**src/rtl/imm_control_unit_if.sv**
```systemverilog
// imm_control_unit_if: instruction-control request and datapath strobe bundle.
interface imm_control_unit_if;
    logic        run;
    logic [31:0] IR;
    logic        memory_done;
    logic        PCout, IncPC, MARin, Zin, Zlo_out, PCin, MDRin, Mem_Read, Mem_enable512x32;
    logic        MDRout, IRin, Grb, Rout, Yin, Cout, Rin, Gra;
    logic [4:0]  opcode;
    logic        busy;
    logic [1:0]  err;
    logic [15:0] instr_count;
    modport master (
        output run, IR, memory_done,
        input  PCout, IncPC, MARin, Zin, Zlo_out, PCin, MDRin, Mem_Read, Mem_enable512x32,
        input  MDRout, IRin, Grb, Rout, Yin, Cout, Rin, Gra, opcode, busy, err, instr_count
    );
    modport slave (
        input  run, IR, memory_done,
        output PCout, IncPC, MARin, Zin, Zlo_out, PCin, MDRin, Mem_Read, Mem_enable512x32,
        output MDRout, IRin, Grb, Rout, Yin, Cout, Rin, Gra, opcode, busy, err, instr_count
    );
endinterface

```
**src/rtl/imm_control_unit.sv**
```systemverilog
// imm_control_unit: fetch/execute sequencer for immediate ALU instructions (addi, andi, ori).
module imm_control_unit (
    input logic                Clock,
    input logic                clear,
    imm_control_unit_if.slave  b
);
    typedef enum logic [3:0] {IDLE, T0, T1, T1W, T2, T3, T4, T5, ERR} state_t;
    state_t      state, nxt;
    logic [3:0]  wait_q;
    logic [4:0]  op_q;
    logic [15:0] cnt_q;
    logic [1:0]  err_q;
    logic        legal;
    always_comb begin
        legal = b.IR[31:27] inside {5'b00011, 5'b01011, 5'b01010};
        case (state)
            IDLE:    nxt = b.run ? T0 : IDLE;
            T0:      nxt = T1;
            T1:      nxt = b.memory_done ? T2 : T1W;
            T1W:     nxt = b.memory_done ? T2 : (wait_q == 4'hF ? ERR : T1W);
            T2:      nxt = T3;
            T3:      nxt = legal ? T4 : ERR;
            T4:      nxt = T5;
            T5:      nxt = b.run ? T0 : IDLE;
            default: nxt = ERR;
        endcase
    end
    // wait_q restarts whenever we are outside T1W, so it is zero on entry to T1
    always_ff @(posedge Clock) begin
        if (clear) begin
            state  <= IDLE;
            wait_q <= 4'd0;
            op_q   <= 5'd0;
            cnt_q  <= 16'd0;
            err_q  <= 2'b00;
        end else begin
            state  <= nxt;
            wait_q <= state == T1W ? wait_q + 4'd1 : 4'd0;
            if (state == T3) op_q <= b.IR[31:27];
            if (state == T5) cnt_q <= cnt_q + 16'd1;
            if (nxt == ERR && state != ERR) err_q <= state == T3 ? 2'b01 : 2'b10;
        end
    end
    assign b.PCout            = state == T0;
    assign b.IncPC            = state == T0;
    assign b.MARin            = state == T0;
    assign b.Zin              = state == T0 || state == T4;
    assign b.Zlo_out          = state == T1 || state == T5;
    assign b.PCin             = state == T1;
    assign b.MDRin            = state == T1 || state == T1W;
    assign b.Mem_Read         = state == T1 || state == T1W;
    assign b.Mem_enable512x32 = state == T1 || state == T1W;
    assign b.MDRout           = state == T2;
    assign b.IRin             = state == T2;
    assign b.Grb              = state == T3;
    assign b.Rout             = state == T3;
    assign b.Yin              = state == T3;
    assign b.Cout             = state == T4;
    assign b.Rin              = state == T5;
    assign b.Gra              = state == T5;
    assign b.opcode           = state == T4 ? op_q : 5'd0;
    assign b.busy             = state != IDLE && state != ERR;
    assign b.err              = err_q;
    assign b.instr_count      = cnt_q;
endmodule

```
**src/flat_wrapper.sv**
```systemverilog
// flat-port wrapper written by rule: the top's interface ports become plain ports
module imm_control_unit_flat 
  (Clock, clear, b_run, b_IR, b_memory_done, b_PCout, b_IncPC, b_MARin, b_Zin, b_Zlo_out, b_PCin, b_MDRin, b_Mem_Read, b_Mem_enable512x32, b_MDRout, b_IRin, b_Grb, b_Rout, b_Yin, b_Cout, b_Rin, b_Gra, b_opcode, b_busy, b_err, b_instr_count);
  imm_control_unit_if b_i ();
  input logic Clock;
  input logic clear;
  input wire logic [$bits(b_i.run)-1:0] b_run;
  input wire logic [$bits(b_i.IR)-1:0] b_IR;
  input wire logic [$bits(b_i.memory_done)-1:0] b_memory_done;
  output wire logic [$bits(b_i.PCout)-1:0] b_PCout;
  output wire logic [$bits(b_i.IncPC)-1:0] b_IncPC;
  output wire logic [$bits(b_i.MARin)-1:0] b_MARin;
  output wire logic [$bits(b_i.Zin)-1:0] b_Zin;
  output wire logic [$bits(b_i.Zlo_out)-1:0] b_Zlo_out;
  output wire logic [$bits(b_i.PCin)-1:0] b_PCin;
  output wire logic [$bits(b_i.MDRin)-1:0] b_MDRin;
  output wire logic [$bits(b_i.Mem_Read)-1:0] b_Mem_Read;
  output wire logic [$bits(b_i.Mem_enable512x32)-1:0] b_Mem_enable512x32;
  output wire logic [$bits(b_i.MDRout)-1:0] b_MDRout;
  output wire logic [$bits(b_i.IRin)-1:0] b_IRin;
  output wire logic [$bits(b_i.Grb)-1:0] b_Grb;
  output wire logic [$bits(b_i.Rout)-1:0] b_Rout;
  output wire logic [$bits(b_i.Yin)-1:0] b_Yin;
  output wire logic [$bits(b_i.Cout)-1:0] b_Cout;
  output wire logic [$bits(b_i.Rin)-1:0] b_Rin;
  output wire logic [$bits(b_i.Gra)-1:0] b_Gra;
  output wire logic [$bits(b_i.opcode)-1:0] b_opcode;
  output wire logic [$bits(b_i.busy)-1:0] b_busy;
  output wire logic [$bits(b_i.err)-1:0] b_err;
  output wire logic [$bits(b_i.instr_count)-1:0] b_instr_count;
  assign b_i.run = b_run;
  assign b_i.IR = b_IR;
  assign b_i.memory_done = b_memory_done;
  assign b_PCout = b_i.PCout;
  assign b_IncPC = b_i.IncPC;
  assign b_MARin = b_i.MARin;
  assign b_Zin = b_i.Zin;
  assign b_Zlo_out = b_i.Zlo_out;
  assign b_PCin = b_i.PCin;
  assign b_MDRin = b_i.MDRin;
  assign b_Mem_Read = b_i.Mem_Read;
  assign b_Mem_enable512x32 = b_i.Mem_enable512x32;
  assign b_MDRout = b_i.MDRout;
  assign b_IRin = b_i.IRin;
  assign b_Grb = b_i.Grb;
  assign b_Rout = b_i.Rout;
  assign b_Yin = b_i.Yin;
  assign b_Cout = b_i.Cout;
  assign b_Rin = b_i.Rin;
  assign b_Gra = b_i.Gra;
  assign b_opcode = b_i.opcode;
  assign b_busy = b_i.busy;
  assign b_err = b_i.err;
  assign b_instr_count = b_i.instr_count;
  imm_control_unit u_core (.Clock(Clock), .clear(clear), .b(b_i));
endmodule
```
**config.mk**
```make
export PLATFORM = sky130hd
export DESIGN_NAME = imm_control_unit_flat
export DESIGN_NICKNAME = d
export VERILOG_FILES = /design/src/rtl/imm_control_unit_if.sv /design/src/rtl/imm_control_unit.sv /design/src/flat_wrapper.sv
export SDC_FILE = /design/constraint.sdc
export NUM_CORES = 1
export LEC_CHECK = 0
export CELL_PAD_IN_SITES_DETAIL_PLACEMENT = 0
export CELL_PAD_IN_SITES_GLOBAL_PLACEMENT = 1
export CORE_MARGIN = 1.5
export CORE_UTILIZATION = 28
export DETAILED_ROUTE_END_ITERATION = 10
export PLACE_DENSITY = 0.9
export SLEW_MARGIN = 20
export SYNTH_ARGS = -nofsm -noshare
export SYNTH_HDL_FRONTEND = slang
export SYNTH_SLANG_ARGS = --single-unit
```
**constraint.sdc**
```tcl
create_clock -name Clock -period 1.7 [get_ports Clock]
set_clock_uncertainty 0.05 [all_clocks]
set_input_delay 0.255 -clock Clock [delete_from_list [all_inputs] [get_ports Clock]]
set_output_delay 0.255 -clock Clock [all_outputs]
set_load 0.05 [all_outputs]
```
==> impl_metrics.yaml, run 1 <==
yosys:
  synthCells: 182
  synth-seq-cells: 31
  synth_warnings: 0
  yosysSeqAreaShare_pct: 39.43
  synth.largest_area_cell: "dfxtp_1"
  yosysMostFrequentCell: "dfxtp_1"
  synth_common_cells: "31 x dfxtp_1, 25 x nor2_1, 13 x nand2_1, 9 x and3_1, 9 x buf_4"
  synth_edf_count: 0
  netlist_top_cells_area: "dfxtp_1 39%, nor2_1 6.0%, buf_4 4.3%, xor2_1 3.9%, and3_1 3.6%"
  synth_top_area_share_pct: 39.43
  yosys.cell_types.count: 42
  postSynth.asyncResetShare_pct: 0
  synth_area_per_cell_sq_um: 8.648
  syn_area_sq_um: 1574
  synth_nets: 220
  synthFlopType: "dfxtp_1"
timing:
  worst_slew_pin_slew_ns: 0.3169
  whs_ns: 0.4007
  worst_slack_ns: -0.01403
  rsz0062_at_grt: "true"
  min_period_ns: 1.714
  slew-limit-headroom_pct: 78.72
  fin_crit_sh_pct: 100.8
  finalMaxSlewViolations: 0
  hold_viol: 0
  setup_viol: 4
  clock.fmax_mhz: 583.4
global_routing:
  grt-ovfl-total: 0
  track_usage_pct: 14.91
  grt_max_degree: 12
  use_met2_pct: 24.61
  antenna_found_initial: 0
  first_global_vias: 1552
  grt.busiest_layer: "met2"
  grt_pass1_wl_um: 7217
  use_met1_pct: 17.70
  grtUsageMet3_pct: 5.294
power:
  switching_power_uw: 529.7
  share_comb_of_total_power_pct: 26.8
  p_leak_uw: 0.001088
  power.density_nw_per_um2: 676.6
  irDropWorstVdd_mv: 0.2816
  intPower_uw: 1242
  power_uw: 1772
  p_seq_share_pct: 42.4
  clockPowerShare_pct: 30.8
  sw_frac_of_total_pct: 29.90
worst_setup_path:
  crit_fanout: 6
  end_kind: "output port"
  ff2ff_path_depth: 5
  crit_path_start_kind: "register"
  crit_type: "register to output port"
  rrSetupSlack_ns: 0.11
  crit_path_start: "u_core.state[2]$_SDFF_PP0_"
  critPathTopFamily: "simple AND/OR/NAND/NOR gates"
  slowest_delay_ns: 0.45
  cp_data_required_time_ns: 1.39
  cp-endpoint: "b_Mem_Read"
  r2r-end: "u_core.b.instr_count[14]$_SDFFE_PP0P_"
  crit_chain: "or3b_4 -> clkinvlp_4 -> buf_12"
  critPathBufInv: 2
  r2r_start: "u_core.state[3]$_SDFF_PP0_"
  crit_cells: 3
  crit_slowest_cell: "or3b_4"
  arrival_ns: 1.41
clocking:
  tritoncts: "yes"
  postCtsHoldBufs: 0
  clk_pin_slew_ns: 0.06
  root_buffer: "clkbuf_8"
  numCtsBuffers: 5
  htree_levels: 2
  clock_sinks: 31
  clockBufferDepth: 2
  clock_latency_ns: 0.28
floorplan:
  core.rowCount: 27
  coreArea_sq_um: 5473
  die-area_sq_um: 6080
  die_w_um: 77.98
  die_h_um: 77.98
  start_util_pct: 28.76
  num_io_pins: 77
routing:
  ant_nets: 0
  vias: 1519
  via_per_inst: 4.777
  drcViolationCount: 0
  drt-initial-drc-count: 55
  drtPass1Iterations: 4
  wirelength_um: 4069
  wire_per_inst_um: 12.80
placed_design:
  dp_hpwl_um: 3068
  port_buffers: 49
  gp_congestion: 0.8136
  placed_area_sq_um: 2427
status:
  violations: "setup timing"
  outcome: "finished, violations left"
hold_path:
  hold_class: "register to register"
cells_and_area:
  antennaDiodeCount: 0
  nets: 283
  fillers: 520
  syn2layout_area_growth_pct: 66.38
  stdcell_area_sq_um: 2619
  drive_gt1_share_pct: 42.28
flow_run:
  cap_violations: 0
stage by stage:
stage | instances | setup WS, ns | setup TNS (ns) | util (%)
2_1_floorplan | 182 | -0.1419 | -0.2377 | -
3_3_place_gp | 305 | -0.03586 | -0.06629 | 44.35
3_5_place_dp | 305 | -0.06147 | -0.1042 | 44.35
4_1_cts | 315 | -0.02542 | -0.1036 | 47.03
5_1_grt | 318 | -0.06612 | -0.3126 | 47.85
6_report | 318 | -0.01403 | -0.05034 | 47.85
routing by layer:
layer	routed length, um	vias to the layer above
met5	0	-
met4	65	0
met3	243	6
met2	2008	40
met1	1752	707
li1	-	766
cell usage in the layout (no fill, tap or decap), types with 2 or more instances in the layout:
cell type	count
nand2_1	13
dfxtp_2	7
xor2_1	7
nor2_1	23
a31o_2	2
inv_1	4
a32o_1	2
clkbuf_8	5
xnor2_1	4
nand2b_1	2
and3_4	5
buf_4	37
a311oi_1	2
nor2_4	2
nor3_1	4
clkbuf_1	2
or3_1	2
buf_12	24
nand3_1	8
nor3_4	2
and3_1	4
o41ai_1	2
dfxtp_1	20
o21ai_0	5
clkdlybuf4s50_1	8
buf_6	3
mux2i_1	5
nand4_1	4
dfxtp_4	4
or2_2	2
ha_1	2
a21oi_1	6
timing repair:
| action | in CTS | in global routing |
|---|---|---|
| resized for setup | 18 | 6 |
| endpoints found under the hold margin | 0 | 0 |
| pin swaps | 2 | 1 |
| setup endpoints to repair | 22 | 19 |
| buffers inserted | 3 | 3 |
cell type report:
type | count | area, sq um | area share (%)
Timing Repair Buffer | 72 | 872.1 | 33.30
Multi-Input combinational cell | 129 | 904.6 | 34.54
Tap cell | 72 | 90.09 | 3.440
Inverter | 6 | 26.28 | 1.003
Clock inverter | 1 | 5.005 | 0.1911
Clock buffer | 7 | 76.32 | 2.914
Sequential cell | 31 | 644.4 | 24.61
power groups by stage:
stage          Combinational [uW]  Clock (uW)  Sequential (uW)
6_report                      474         546              751
3_3_place_gp                  439           0              770
2_1_floorplan                 256           0              763
5_1_grt                       499         606              753
4_1_cts                       462         569              753
3_5_place_dp                  444           0              771
flip-flops by register name, summed over array words and instances, names as in the netlist:
signal                cells
u_core.b.err              2
u_core.wait_q             4
u_core.op_q               5
u_core.state              4
u_core.b.instr_count     16
worst min path at each step:
stage                                      startpoint                          end  slack (ns)  depth (start not counted)
after floorplan                         b_memory_done   u_core.state[2]$_SDFF_PP0_        0.33                          1
after global placement    u_core.wait_q[0]$_SDFF_PP0_  u_core.wait_q[0]$_SDFF_PP0_        0.38                          1
after detailed placement  u_core.wait_q[0]$_SDFF_PP0_  u_core.wait_q[0]$_SDFF_PP0_        0.39                          1
after CTS                 u_core.wait_q[0]$_SDFF_PP0_  u_core.wait_q[0]$_SDFF_PP0_        0.40                          1
after global routing      u_core.wait_q[0]$_SDFF_PP0_  u_core.wait_q[0]$_SDFF_PP0_        0.41                          1
final                     u_core.wait_q[0]$_SDFF_PP0_  u_core.wait_q[0]$_SDFF_PP0_        0.40                          1
kinds of logic (layout without fill, tap and decap cells):
kind of cell             after synthesis  in the layout  synth area share (%)
multiplexers                           5              5                 3.180
flip-flops                            31             31                 39.43
XOR/XNOR                              11             11                 6.121
buffers and inverters                 22             86                 8.028
adder cells (fa/ha/maj)                2              2                 1.590
AND/OR/NAND/NOR                       82             82                 28.38
AO/OA/AOI/OAI                         29             29                 13.28
(Power assumes the default switching activity.)
==> run 2: changes to the inputs <==
--- a/config.mk
+++ b/config.mk
@@ -7,7 +7,7 @@
 export LEC_CHECK = 0
 export CELL_PAD_IN_SITES_DETAIL_PLACEMENT = 0
 export CELL_PAD_IN_SITES_GLOBAL_PLACEMENT = 1
-export CORE_MARGIN = 1.5
+export CORE_MARGIN = 4
 export CORE_UTILIZATION = 28
 export DETAILED_ROUTE_END_ITERATION = 10
 export PLACE_DENSITY = 0.9
==> run 2 against run 1 <==
  * The flow still finishes with violations (setup timing)
  * Cell area fell by 0.24%
  * First-iteration DRC count rose by 82%
  * Global-route usage fell by 2.1 points
  * Combinational power fell by 2%
  * Sequential cell count did not move
  * Via count rose by 0.39%
==> impl_metrics.yaml, run 2 (synthesized netlist as in run 1, its figures left out) <==
status:
  outcome: "finished, violations left"
  violations: "setup timing"
cells_and_area:
  largest_register_ff_count: 16
  final_cell_mix: "38 x buf_4, 24 x buf_12, 23 x nor2_1"
  antennaDiodeCount: 0
  fillers: 517
  drive_gt1_share_pct: 42.62
  finalCoreUtilization_pct: 47.74
  stdcell_area_sq_um: 2613
  syn2layout_area_growth_pct: 65.98
  final_common_cell: "buf_4"
  finalNonFillerCells: 316
  nets: 283
clocking:
  htree_levels: 2
  numCtsBuffers: 5
  clk_pin_slew_ns: 0.06
  clock_sinks: 31
  tritoncts: "yes"
  root_buffer: "clkbuf_8"
  clock_latency_ns: 0.27
  postCtsHoldBufs: 0
  clockBufferDepth: 2
worst_setup_path:
  crit_path_start_kind: "register"
  critPathBufInv: 1
  end_kind: "output port"
  cp_data_required_time_ns: 1.39
  critPathTopFamily: "simple AND/OR/NAND/NOR gates"
  ff2ff_path_depth: 4
  crit_type: "register to output port"
  crit_slowest_cell: "or3b_4"
  r2r-end: "u_core.b.instr_count[14]$_SDFFE_PP0P_"
  r2r_start: "u_core.b.instr_count[3]$_SDFFE_PP0P_"
  crit_fanout: 7
  rrSetupSlack_ns: 0.17
  slowest_delay_ns: 0.44
  crit_cells: 3
  crit_chain: "or3b_4 -> o21ai_4 -> buf_12"
  arrival_ns: 1.43
floorplan:
  die-area_sq_um: 6885
  die_w_um: 82.98
  coreArea_sq_um: 5473
  core.rowCount: 27
  die_h_um: 82.98
  start_util_pct: 28.76
  num_io_pins: 77
timing:
  clock.fmax_mhz: 577.8
  fin_crit_sh_pct: 101.8
  worst_slack_ns: -0.03060
  worst_slew_pin_slew_ns: 0.3255
  min_period_ns: 1.731
  rsz0062_at_grt: "true"
  final.setup.tns_ns: -0.1335
  slew-limit-headroom_pct: 78.14
  setup_viol: 5
  hold_viol: 0
  finalMaxSlewViolations: 0
routing:
  ant_nets: 0
  drt-initial-drc-count: 100
  drcViolationCount: 0
  wirelength_um: 4326
  via_per_inst: 4.826
  wire_per_inst_um: 13.69
  drtPass1Iterations: 4
  vias: 1525
global_routing:
  grt_pass1_wl_um: 7286
  antenna_found_initial: 0
  track_usage_pct: 12.81
  grt_max_degree: 13
  grt-ovfl-total: 0
  first_global_vias: 1527
placed_design:
  dp_hpwl_um: 3200
  gp_congestion: 0.7867
  dp_slack_ns: -0.03615
  placed_area_sq_um: 2427
  dp.cells: 305
  port_buffers: 49
hold_path:
  min-delay-start: "u_core.wait_q[0]$_SDFF_PP0_"
  holdPathStages: 1
  hold_class: "register to register"
  hold_end: "u_core.wait_q[0]$_SDFF_PP0_"
power:
  power.density_nw_per_um2: 662.5
  irDropWorstVdd_mv: 0.4145
  p_leak_uw: 0.001074
flow_run:
  cap_violations: 0
[run 2: changes by cell type in the layout (fill, tap and decap cells not counted)]
| cell | delta |
|---|---|
| clkinvlp_4 | +1 |
| buf_6 | -1 |
| buf_4 | +1 |
| nor2_2 | +1 |
| nor2_4 | -1 |
| clkbuf_1 | -1 |
| clkinv_2 | -1 |
| inv_2 | -1 |
| nand2b_1 | -1 |
| nand2b_4 | +1 |
[run 2: stage by stage]
step,hold WS [ns],total power (uW)
2_1_floorplan,0.3308,1019
3_3_place_gp,0.3834,1211
3_5_place_dp,0.3930,1217
4_1_cts,0.4031,1752
5_1_grt,0.4410,1820
6_report,0.3969,1731
[run 2: how the worst max path moves through the flow]
stage / startpoint / to / slack (ns)
floorplan: u_core.state[1]$_SDFF_PP0_ / b_Zin / -0.14
global placement: b_IR[31] / u_core.b.err[0]$_SDFFE_PP0P_ / -0.05
detailed placement: b_IR[31] / u_core.b.err[0]$_SDFFE_PP0P_ / -0.04
CTS: u_core.state[1]$_SDFF_PP0_ / b_Mem_enable512x32 / -0.03
global route: u_core.state[1]$_SDFF_PP0_ / b_Mem_enable512x32 / -0.08
finish: u_core.state[1]$_SDFF_PP0_ / b_Zlo_out / -0.03
[run 2: routing by layer]
metal | routed length [um] | GRT usage [%] | share of wire (%)
met5 | 0 | 0 | 0
met4 | 50 | 4.606 | 1.2
met3 | 226 | 3.274 | 5.2
met2 | 2220 | 22.16 | 51
met1 | 1828 | 15.22 | 42
[run 2: power breakdown]
| part | switching (uW) | total (uW) | internal, uW | leakage (uW) |
|---|---|---|---|---|
| clock | 239 | 510 | 272 | 0.0000371 |
| sequential | 20.5 | 756 | 735 | 0.000257 |
| combinational | 249 | 464 | 215 | 0.000781 |
| total | 508 | 1730 | 1220 | 0.00107 |
[run 2: area by class of cell]
type | instances | area [sq um] | share of cell area (%)
flip-flops and latches | 31 | 644.4 | 24.66
multi-input cells | 129 | 907.1 | 34.72
inverters | 6 | 30.03 | 1.149
well taps | 72 | 90.09 | 3.448
repair buffers | 72 | 868.3 | 33.24
clock buffers | 6 | 72.57 | 2.778
[run 2: worst reg2reg max path: stages, from the launching register on]
cell	delay (ns)
dfxtp_2	0.38
and4_1	0.25
nand4_1	0.23
o311ai_0	0.37
o41ai_1	0.12
[run 2: repair_timing]
action	in CTS	in global routing
resized for setup	18	6
setup endpoints to repair	22	19
setup buffers	2	3
pin swaps	1	1
==> run 3: changes to the inputs <==
--- a/config.mk
+++ b/config.mk
@@ -5,10 +5,11 @@
 export SDC_FILE = /design/constraint.sdc
 export NUM_CORES = 1
 export LEC_CHECK = 0
+export ABC_AREA = 1
 export CELL_PAD_IN_SITES_DETAIL_PLACEMENT = 0
 export CELL_PAD_IN_SITES_GLOBAL_PLACEMENT = 1
 export CORE_MARGIN = 4
-export CORE_UTILIZATION = 28
+export CORE_UTILIZATION = 27
 export DETAILED_ROUTE_END_ITERATION = 10
 export PLACE_DENSITY = 0.9
 export SLEW_MARGIN = 20
==> run 3 against run 2 <==
  * The flow now finishes without violations
  * Utilization down 2.6 points
  * Worst hold slack gained 0.0060 ns
  * Largest cell class unchanged
  * Sequential cell count stayed put
==> impl_metrics.yaml, run 3 <==
global_routing:
  grt_max_degree: 21
  antenna_found_initial: 0
  track_usage_pct: 11.90
  grt-ovfl-total: 0
  first_global_vias: 1542
  grt_pass1_wl_um: 6996
cells_and_area:
  stdcell_area_sq_um: 2546
  syn2layout_area_growth_pct: 57.63
  seqCellArea_sq_um: 621.8
  multiInputGateArea_sq_um: 860.8
  nets: 334
  largest_register_ff_count: 16
  antennaDiodeCount: 0
  drive_gt1_share_pct: 28.62
  fillers: 552
  finalNonFillerCells: 369
  final_cell_mix: "52 x nand2_1, 32 x nor2_1, 31 x inv_1"
  final_common_cell: "nand2_1"
yosys:
  synth_nets: 282
  synthCells: 244
  synth_top_area_share_pct: 38.42
  yosysSeqAreaShare_pct: 38.42
  postSynth.asyncResetShare_pct: 0
  yosysMostFrequentCell: "nand2_1"
  synth_warnings: 0
  synth_common_cells: "54 x nand2_1, 43 x nor2_1, 36 x inv_1, 31 x dfxtp_1, 20 x a21oi_1"
  synth_edf_count: 0
  synth-seq-cells: 31
  syn_area_sq_um: 1615
  yosys.cell_types.count: 24
  synth.largest_area_cell: "dfxtp_1"
  netlist_top_cells_area: "dfxtp_1 38%, nand2_1 13%, nor2_1 10%, inv_1 8.4%, a21oi_1 6.2%"
  synth_area_per_cell_sq_um: 6.620
  synthFlopType: "dfxtp_1"
hold_path:
  hold_class: "register to register"
flow_run:
  cap_violations: 0
floorplan:
  num_io_pins: 77
  die_h_um: 85.35
  coreArea_sq_um: 5642
  die-area_sq_um: 7284
  core.rowCount: 27
  die_w_um: 85.35
  start_util_pct: 28.63
timing:
  worst_slew_pin_slew_ns: 0.6043
  rsz0062_at_grt: "true"
  setup_viol: 0
  final.setup.tns_ns: 0
  hold_viol: 0
  min_period_ns: 1.655
  clock.fmax_mhz: 604.3
  finalMaxSlewViolations: 0
  slew-limit-headroom_pct: 59.67
  fin_crit_sh_pct: 97.34
placed_design:
  placed_area_sq_um: 2404
  dp_hpwl_um: 3240
  gp_congestion: 0.7585
  port_buffers: 49
  dp.cells: 358
routing:
  drcViolationCount: 0
  wirelength_um: 4180
  drt-initial-drc-count: 66
  via_per_inst: 4.390
  vias: 1620
  wire_per_inst_um: 11.33
  drtPass1Iterations: 4
  ant_nets: 0
clocking:
  clock_sinks: 31
  root_buffer: "clkbuf_8"
  clockBufferDepth: 2
  htree_levels: 2
  numCtsBuffers: 5
  clock_latency_ns: 0.28
  postCtsHoldBufs: 0
  clk_pin_slew_ns: 0.06
  tritoncts: "yes"
worst_setup_path:
  crit_type: "register to output port"
  cp_data_required_time_ns: 1.39
  end_kind: "output port"
  arrival_ns: 1.35
  crit_path_start_kind: "register"
  crit_fanout: 5
status:
  outcome: "completed"
power:
  power_uw: 1755
  power.density_nw_per_um2: 689.3
  irDropWorstVdd_mv: 0.3853
  p_leak_uw: 0.001028
[run 3: path summary, 6_finish.rpt]
kind | slack (ns) | cells after the start | to | startpoint
max reg2reg | 0.18 | 9 | u_core.b.instr_count[14]$_SDFFE_PP0P_ | u_core.state[3]$_SDFF_PP0_
min reg2reg | 0.40 | 1 | u_core.wait_q[0]$_SDFF_PP0_ | u_core.wait_q[0]$_SDFF_PP0_
min | 0.40 | 1 | u_core.wait_q[0]$_SDFF_PP0_ | u_core.wait_q[0]$_SDFF_PP0_
max | 0.05 | 6 | b_opcode[1] | u_core.state[3]$_SDFF_PP0_
[run 3: worst max-delay path, stage by stage (launching register included)]
cell and delay (ns):
dfxtp_1 0.33, inv_2 0.12, nand3_2 0.12, nor2_4 0.14, inv_4 0.09, nor2_4 0.13, buf_12 0.14
[run 3: where the power goes]
| part | switching [uW] | total (uW) | internal, uW |
|---|---|---|---|
| clock network | 275 | 562 | 287 |
| logic | 249 | 442 | 193 |
| registers | 12.4 | 751 | 738 |
| total | 537 | 1750 | 1220 |
[run 3: metal layers]
metal  global-route usage (%)  share of wire (%)
met1                    15.38                 48
met2                    18.15                 43
met3                    2.816                5.9
met4                    6.475                2.7
met5                        0                  0
[run 3: area by class of cell]
type | instances | share of cell area [%]
clock buffer | 7 | 2.998
inverter | 37 | 5.553
tap | 72 | 3.538
multi-input combinational | 163 | 33.81
clock inverter | 1 | 0.1966
timing repair buffer | 58 | 29.48
sequential | 31 | 24.42
[run 3: through the flow]
| step | hold slack [ns] | utilization (%) | setup WS, ns |
|---|---|---|---|
| finish | 0.4028 | 45.13 | 0.04528 |
| global route | 0.4203 | 45.13 | -0.02105 |
| CTS | 0.4055 | 44.93 | 0.01586 |
| global placement | 0.3816 | 42.60 | 0.06658 |
| floorplan | 0.3529 | - | -0.1289 |
| detailed placement | 0.3956 | 42.60 | 0.007682 |
[run 3: what timing repair did]
item,4_1_cts,5_1_grt
gates cloned,0,0
pin swaps,2,3
setup endpoints to repair,13,16
buffers inserted,3,0
resized for setup,10,5
[run 3: logic make-up after synthesis]
| group | after synthesis | share of synthesized area, % |
|---|---|---|
| AND/OR/NAND/NOR | 121 | 33.00 |
| buffers and inverters | 50 | 13.94 |
| AO/OA/AOI/OAI | 38 | 12.01 |
| flip-flops | 31 | 38.42 |
| XOR/XNOR | 2 | 1.085 |
| adder cells (fa/ha/maj) | 2 | 1.549 |
